[src/rtl/pipo_pkg.sv]
// Shared defaults and helpers for the pipo_fifo buffer.
package pipo_pkg;

  localparam int PIPO_WIDTH = 32;
  localparam int PIPO_DEPTH = 4;

  // Occupancy runs 0..depth inclusive, so it needs one value more than the pointers.
  function automatic int pipo_cnt_w(input int depth);
    return $clog2(depth + 1);
  endfunction

endpackage

[src/rtl/pipo_fifo_mem.sv]
// DEPTH x WIDTH storage for pipo_fifo: one synchronous write port and one
// asynchronous read port. The array is deliberately not reset.
module pipo_fifo_mem #(
  parameter int WIDTH = 32,
  parameter int DEPTH = 4,
  parameter int AW    = $clog2(DEPTH)
) (
  input  logic             clk,
  input  logic             i_we,
  input  logic [AW-1:0]    i_waddr,
  input  logic [WIDTH-1:0] i_wdata,
  input  logic [AW-1:0]    i_raddr,
  output logic [WIDTH-1:0] o_rdata
);

  logic [WIDTH-1:0] r_mem [DEPTH];

  always_ff @(posedge clk) begin
    if (i_we) begin
      r_mem[i_waddr] <= i_wdata;
    end
  end

  assign o_rdata = r_mem[i_raddr];

endmodule

[src/rtl/pipo_fifo.sv]
// Parallel-in/parallel-out FIFO with ready/valid flow control and a legacy
// per-write done pulse. Define PIPO_FIFO_OVF_EN to add the sticky overflow flag.
module pipo_fifo
  import pipo_pkg::*;
#(
  parameter int WIDTH = PIPO_WIDTH,
  parameter int DEPTH = PIPO_DEPTH,
  parameter int CW    = pipo_cnt_w(DEPTH)
) (
  input  logic             clk,
  input  logic             reset_n,
  input  logic [WIDTH-1:0] d_in,
  input  logic             load,
  output logic             ready,
  output logic [WIDTH-1:0] d_out,
  output logic             valid,
  input  logic             take,
  output logic             done,
`ifdef PIPO_FIFO_OVF_EN
  output logic             overflow,
  input  logic             ovf_clr,
`endif
  output logic [CW-1:0]    count
);

  localparam int AW = $clog2(DEPTH);
  localparam logic [CW-1:0] FULL_CNT = CW'(DEPTH);

  logic [AW-1:0]    r_wptr;
  logic [AW-1:0]    r_rptr;
  logic [CW-1:0]    r_count;
  logic             r_done;
  logic             w_wr;
  logic             w_rd;
  logic [WIDTH-1:0] w_rdata;

  // Handshake: a write transfers on a rising edge where load && ready, a pop
  // where take && valid. ready/valid depend only on the registered count, so a
  // pop in the same cycle never makes room for a write into a full buffer.
  assign ready = (r_count != FULL_CNT);
  assign valid = (r_count != '0);
  assign w_wr  = load & ready;
  assign w_rd  = take & valid;

  always_ff @(posedge clk or negedge reset_n) begin
    if (!reset_n) begin
      r_wptr  <= '0;
      r_rptr  <= '0;
      r_count <= '0;
      r_done  <= 1'b0;
    end else begin
      r_done <= w_wr;
      if (w_wr) r_wptr <= r_wptr + 1'b1;
      if (w_rd) r_rptr <= r_rptr + 1'b1;
      case ({w_wr, w_rd})
        2'b10:   r_count <= r_count + 1'b1;
        2'b01:   r_count <= r_count - 1'b1;
        default: r_count <= r_count;
      endcase
    end
  end

  pipo_fifo_mem #(
    .WIDTH(WIDTH),
    .DEPTH(DEPTH),
    .AW   (AW)
  ) u_mem (
    .clk    (clk),
    .i_we   (w_wr),
    .i_waddr(r_wptr),
    .i_wdata(d_in),
    .i_raddr(r_rptr),
    .o_rdata(w_rdata)
  );

  assign d_out = valid ? w_rdata : '0;
  assign done  = r_done;
  assign count = r_count;

`ifdef PIPO_FIFO_OVF_EN
  logic r_ovf;

  // Set wins over clear so a drop in the clearing cycle is never lost.
  always_ff @(posedge clk or negedge reset_n) begin
    if (!reset_n) begin
      r_ovf <= 1'b0;
    end else if (load && !ready) begin
      r_ovf <= 1'b1;
    end else if (ovf_clr) begin
      r_ovf <= 1'b0;
    end
  end

  assign overflow = r_ovf;
`endif

endmodule

[config.mk]
export PLATFORM = sky130hd
export DESIGN_NAME = pipo_fifo
export DESIGN_NICKNAME = d
export VERILOG_FILES = /design/src/rtl/pipo_pkg.sv /design/src/rtl/pipo_fifo_mem.sv /design/src/rtl/pipo_fifo.sv
export SDC_FILE = /design/constraint.sdc
export NUM_CORES = 1
export LEC_CHECK = 0
export ABC_AREA = 1
export ABC_CLOCK_PERIOD_IN_PS = 3000
export CELL_PAD_IN_SITES_DETAIL_PLACEMENT = 1
export CELL_PAD_IN_SITES_GLOBAL_PLACEMENT = 1
export CORE_ASPECT_RATIO = 0.6
export CORE_MARGIN = 3
export CORE_UTILIZATION = 43
export DETAILED_ROUTE_END_ITERATION = 8
export PLACE_DENSITY_LB_ADDON = 0.25
export SKIP_LAST_GASP = 1
export SLEW_MARGIN = 25
export SYNTH_ARGS = -nofsm -noshare
export SYNTH_HDL_FRONTEND = slang
export SYNTH_SLANG_ARGS = --single-unit
[constraint.sdc]
create_clock -name clk -period 3 [get_ports clk]
set_input_delay 0.75 -clock clk [delete_from_list [all_inputs] [get_ports clk]]
set_output_delay 0.75 -clock clk [all_outputs]
set_load 0.1 [all_outputs]
# After elaboration in Yosys (flattened, before gate mapping)
# Memories as Yosys holds them, arrays and structs flattened.
# Cells that the tools add are included.
# W data, S select, Z words.
[word_totals]
regBits = 8
latch_bits = 0
ram_bits = 128
rom_bits = 0
in_bits = 36
output_inout_bits = 38
word_cells = 20
n_memories = 1
[op_classes]
addsub = 4
n_mul = 0
div_mod_pow = 0
order_cmp = 0
n_eq_ne = 3
n_shift = 0
mux = 4
bitwise = 2
n_reduce_logical = 2
[mem_list]
columns = ["name", "words", "width", "read_ports", "rd_ports_with_merged_regs", "wr", "line_no", "rtl"]
rows = [
  ["u_mem.r_mem", 4, 32, 1, 0, 1, "pipo_fifo_mem.sv:16", "logic [WIDTH-1:0] r_mem [DEPTH];"],
]
[ops]
columns = ["op", "n"]
rows = [
  ["$mux W32", 1],
  ["$pmux W3 S2", 1],
  ["$add A2 B1 Y2 const B", 2],
  ["$add A3 B1 Y3 const B", 1],
  ["$ne A3 B3 Y1 const B", 1],
  ["$reduce_bool A3 Y1", 1],
  ["$sub A3 B1 Y3 const B", 1],
  ["$and A1 B1 Y1", 2],
  ["$eq A2 B1 Y1 const B", 1],
  ["$eq A2 B2 Y1 const B", 1],
  ["$mux W1", 2],
  ["$reduce_bool A2 Y1", 1],
]

# Logic depth before layout (Yosys ltp)
[depth]
word_depth = 4
depth_mapped = 12
mapped_depth_nobuf = 12

# Hierarchy
# From an unflattened synthesis, not the netlist that was laid out.
[hier_totals]
cells_unflattened = 627
hier_area_um2 = 6199.7
[modules_own_cells]
columns = ["module", "n_inst", "cells_each", "area_each_um2", "seq_area_each_um2"]
rows = [
  ["pipo_fifo_mem", 1, 509, 5437.7, 3843.7],
  ["pipo_fifo", 1, 118, 762.0, 200.2],
]

# Worst setup path after synthesis
# No wires, ideal clock.
[synth_timing]
path_kind = "reg2reg"
start = "register r_count[1] (netlist: count[1])"
end = "memory u_mem.r_mem[0][0], enable pin"
setup_ps = 421
arrival_time_ps = 3729
t_required_ps = 2579
setup_slack_ps = -1150
path_stages_with_launch = 5
path_buffers = 0
synth_period_minus_slack_ps = 4150
path_cell_list = "dfrtp_1 > inv_2 > nand3_1 > nand2_1 > nor2_1"
[synth_between]
elab_chain_cells = 4
[synth_rtl]
columns = ["item", "line_no", "rtl"]
rows = [
  ["start, declared", "pipo_fifo.sv:31", "logic [CW-1:0] r_count;"],
  ["start signal, assigned", "pipo_fifo.sv:56", "2'b10: r_count <= r_count + 1'b1;"],
  ["start signal, assigned", "pipo_fifo.sv:57", "2'b01: r_count <= r_count - 1'b1;"],
  ["start signal, assigned", "pipo_fifo.sv:58", "default: r_count <= r_count;"],
  ["$ne A3 B3 Y1", "pipo_fifo.sv:40", "assign ready = (r_count != FULL_CNT);"],
  ["via ready", "pipo_fifo.sv:14", "output logic ready,"],
  ["$and A1 B1 Y1", "pipo_fifo.sv:42", "assign w_wr = load & ready;"],
  ["$mux W1", "pipo_fifo_mem.sv:19", "if (i_we) begin"],
  ["$mux W1 (implied by the code)", "pipo_fifo_mem.sv:20", "r_mem[i_waddr] <= i_wdata;"],
  ["end, declared", "pipo_fifo_mem.sv:16", ""],
]
# The timed path passes the listed nets, and every way through them passes these cells.

# Final worst setup path
[layout_timing]
start = "register r_rptr[0]"
end = "output port d_out[20]"
[layout_between]
elab_chain_cells = 2
[layout_rtl]
columns = ["item", "line_no", "rtl"]
rows = [
  ["start, declared", "pipo_fifo.sv:30", "logic [AW-1:0] r_rptr;"],
  ["start signal, assigned", "pipo_fifo.sv:54", "if (w_rd) r_rptr <= r_rptr + 1'b1;"],
  ["$mem_v2 Z4 W32", "n/a", ""],
  ["$mux W32", "pipo_fifo.sv:76", "assign d_out = valid ? w_rdata : '0;"],
  ["end, declared", "pipo_fifo.sv:15", "output logic [WIDTH-1:0] d_out,"],
]
# Every way passes these cells.

==> flow_summary.yaml <==
grt:
  initial_antenna_violation_count: 0
  busiest_layer: "met2"
  grt_util_all_layers_pct: 22.2
  grt_first_pass_wirelength_um: 25400
  largest_net_degree_at_the_start_of_global_routing: 40
  met3_usage_pct: 6.12
  met2_track_usage_gr_pct: 37.0
  grt.met1_usage_pct: 28.1
  overflow_after_grt: 0
  via_count_of_the_first_global_routing_pass: 4627
outcome:
  status: "finished, final reports clean"
yosys:
  netlist_instances: 564
  postSynth.topFlopCell: "sky130_fd_sc_hd__edfxtp_1"
  post-synth-top-area-fraction_pct: 64.9
  synthMostInstantiatedCell: "sky130_fd_sc_hd__nand2_1"
  synth_edf_count: 128
  netlist-cell-type-count: 19
  synth_top_cells_by_count: "sky130_fd_sc_hd__nand2_1, sky130_fd_sc_hd__edfxtp_1, sky130_fd_sc_hd__inv_1, sky130_fd_sc_hd__nand3_1, sky130_fd_sc_hd__inv_2"
  synth_async_sr_flop_share_pct: 5.88
  avgSynthCellArea_um2: 10.5
  synth_seq_area_share_pct: 68.3
  synth_fp_nets: 606
  synth.area.top_cells: "sky130_fd_sc_hd__edfxtp_1, sky130_fd_sc_hd__nand2_1, sky130_fd_sc_hd__nand3_1"
  synth.cell_area_um2: 5920
  synth.ff_latch_count: 136
  biggest_area_consumer_among_synthesized_cells: "sky130_fd_sc_hd__edfxtp_1"
  yosysWarningCount: 0
sta:
  setup-violations-final: 0
  timing.final.hold_violations: 0
  final.setup.tns_ns: 0
  period_needed_ns: 2.84
  tightest_slew_margin_relative_to_the_limit_pct: 52.3
  max_freq_mhz: 353
  timing.final.crit_share_pct: 94.6
  slew_viol_final: 0
  fin_worst_skew_ns: 0.00761
  worst_hold_slack_ns: 0.517
  rsz0062_at_grt: "no"
  worstMarginPinSlew_ns: 0.714
drt:
  total_via_count_after_detailed_routing: 4118
  via_per_inst: 4.96
  drt_drc_violations_left: 0
  antenna_violating_nets_post_route: 0
  drt_pre_antenna_iters: 4
  drt-wirelength-per-cell_um: 19.4
  detail_route.iter0.violations: 250
  wl_um: 16200
critical_path:
  setup.worst_path.start_class: "register"
  cp-end-kind: "output pin"
  worst-endpoint-arrival_ns: 2.09
  critical_path_required_ns: 2.25
  crit_path_max_fanout: 39
  criticalPathCategory: "register to output pin"
clock_tree:
  tritoncts: "done"
  buffers_inserted_during_post_cts_setup_optimization: 0
  clock_tree.root_cell: "sky130_fd_sc_hd__clkbuf_16"
  clkSinkCount: 136
  clkSlewWorstSetupHoldPaths_ns: 0.06
  cts-resized-gates: 0
  cts.hold.buffers_added: 0
  numCtsBuffers: 17
  worst_skew_pair_later_pin_latency_ns: 0.42
  cts-htree-levels: 4
  cts_buffer_depth: 2
placed_design:
  buffer_ports.inserted: 73
  hpwl_um: 9500
  detailed_place.area_um2: 7570
  placer_congestion_estimate: 0.719
  placed_cells: 799
cells_and_area:
  post_route_cells_drive_above_1_share_pct: 26.8
  area_growth_pct: 38.9
  final_net_count: 690
  num_antenna_cells: 0
  finalNonFillerCells: 831
  fin_area_um2: 8220
hold_path:
  hp-class: "register to register"
floorplanning:
  initial_utilization_pct: 45.1
  die_h_um: 96.9
  fp.dieArea_um2: 15300
  core-area_um2: 13100
  horizontal_die_dimension_um: 157
  num_rows: 32
  io_pins: 74
flow_run:
  max_cap_viol_count: 0
-- kinds of logic after synthesis --
group	count (synthesis)	share of synthesized area (%)
DFF	136	68.3
and+or+nand+nor	217	15.3
AOI/OAI and AO/OA	34	2.87
buffers and inverters	169	11.8
xor gates and xnor gates	2	0.296
adders and majority gates	6	1.40
-- flip-flops by register name, summed over array words and instances, names as in the netlist --
name and cells:
u_mem.r_mem 128, r_rptr 2, r_wptr 2, done 1, count 3
-- layer usage --
metal | share of wire, % | vias up
li1 | - | 1945
met1 | 43 | 2057
met2 | 51 | 105
met3 | 5.0 | 11
met4 | 0.87 | 0
met5 | 0 | -
-- area by class of cell --
| type | instances | area [µm²] |
|---|---|---|
| Fill cell | 1331 | 4910 |
| Sequential cell | 136 | 4050 |
| Multi-Input combinational cell | 259 | 1570 |
| Timing Repair Buffer | 89 | 1190 |
| Inverter | 145 | 546 |
| Clock buffer | 18 | 429 |
| Clock inverter | 14 | 223 |
| Tap cell | 170 | 213 |
-- metrics by stage --
stage / setup WS (ns) / utilization (%)
CTS: 0.0808 / 62.6
floorplan: 0.0472 / -
detailed placement: 0.469 / 57.6
finish: 0.163 / 62.6
global placement: 0.604 / 57.6
global route: 0.00335 / 62.6
-- critical path, stage by stage (launching register included) --
cell and delay (ns):
sky130_fd_sc_hd__dfrtp_4 0.59, sky130_fd_sc_hd__inv_2 0.10, sky130_fd_sc_hd__buf_4 0.39, sky130_fd_sc_hd__nand2_1 0.15, sky130_fd_sc_hd__nand3_1 0.17, sky130_fd_sc_hd__a21oi_4 0.09
sky130_fd_sc_hd__buf_12 0.17
-- placed cells by master, fill, tap and decap left out, drive strengths merged --
cell type,synthesis,layout
a21oi,32,32
buf,18,54
bufinv,0,5
clkbuf,6,18
clkdlybuf4s50,0,35
clkinv,13,16
clkinvlp,0,5
dfrtp,8,8
edfxtp,128,128
fa,1,1
ha,5,5
inv,132,133
nand2,143,143
nand3,69,69
nand4,1,1
nor2,4,4
o21ai,2,2
xnor2,2,2
-- path summary, 6_finish.rpt --
check | startpoint | to | slack [ns] | depth (start not counted)
hold / removal | count[0] | count[0] | 0.52 | 1
setup reg to reg | count[2] | count[2] | 1.11 | 11
setup / recovery | r_rptr[0] | d_out[20] | 0.16 | 6
hold reg to reg | count[0] | count[0] | 0.52 | 1
min in group asynchronous | reset_n | r_rptr[1] | 0.62 | 1
max in group asynchronous | reset_n | r_rptr[0] | 2.07 | 1
Power is left out: the tool's default activity adds up to more than one toggle a clock period on the data nets, which glitch-free logic cannot reach.
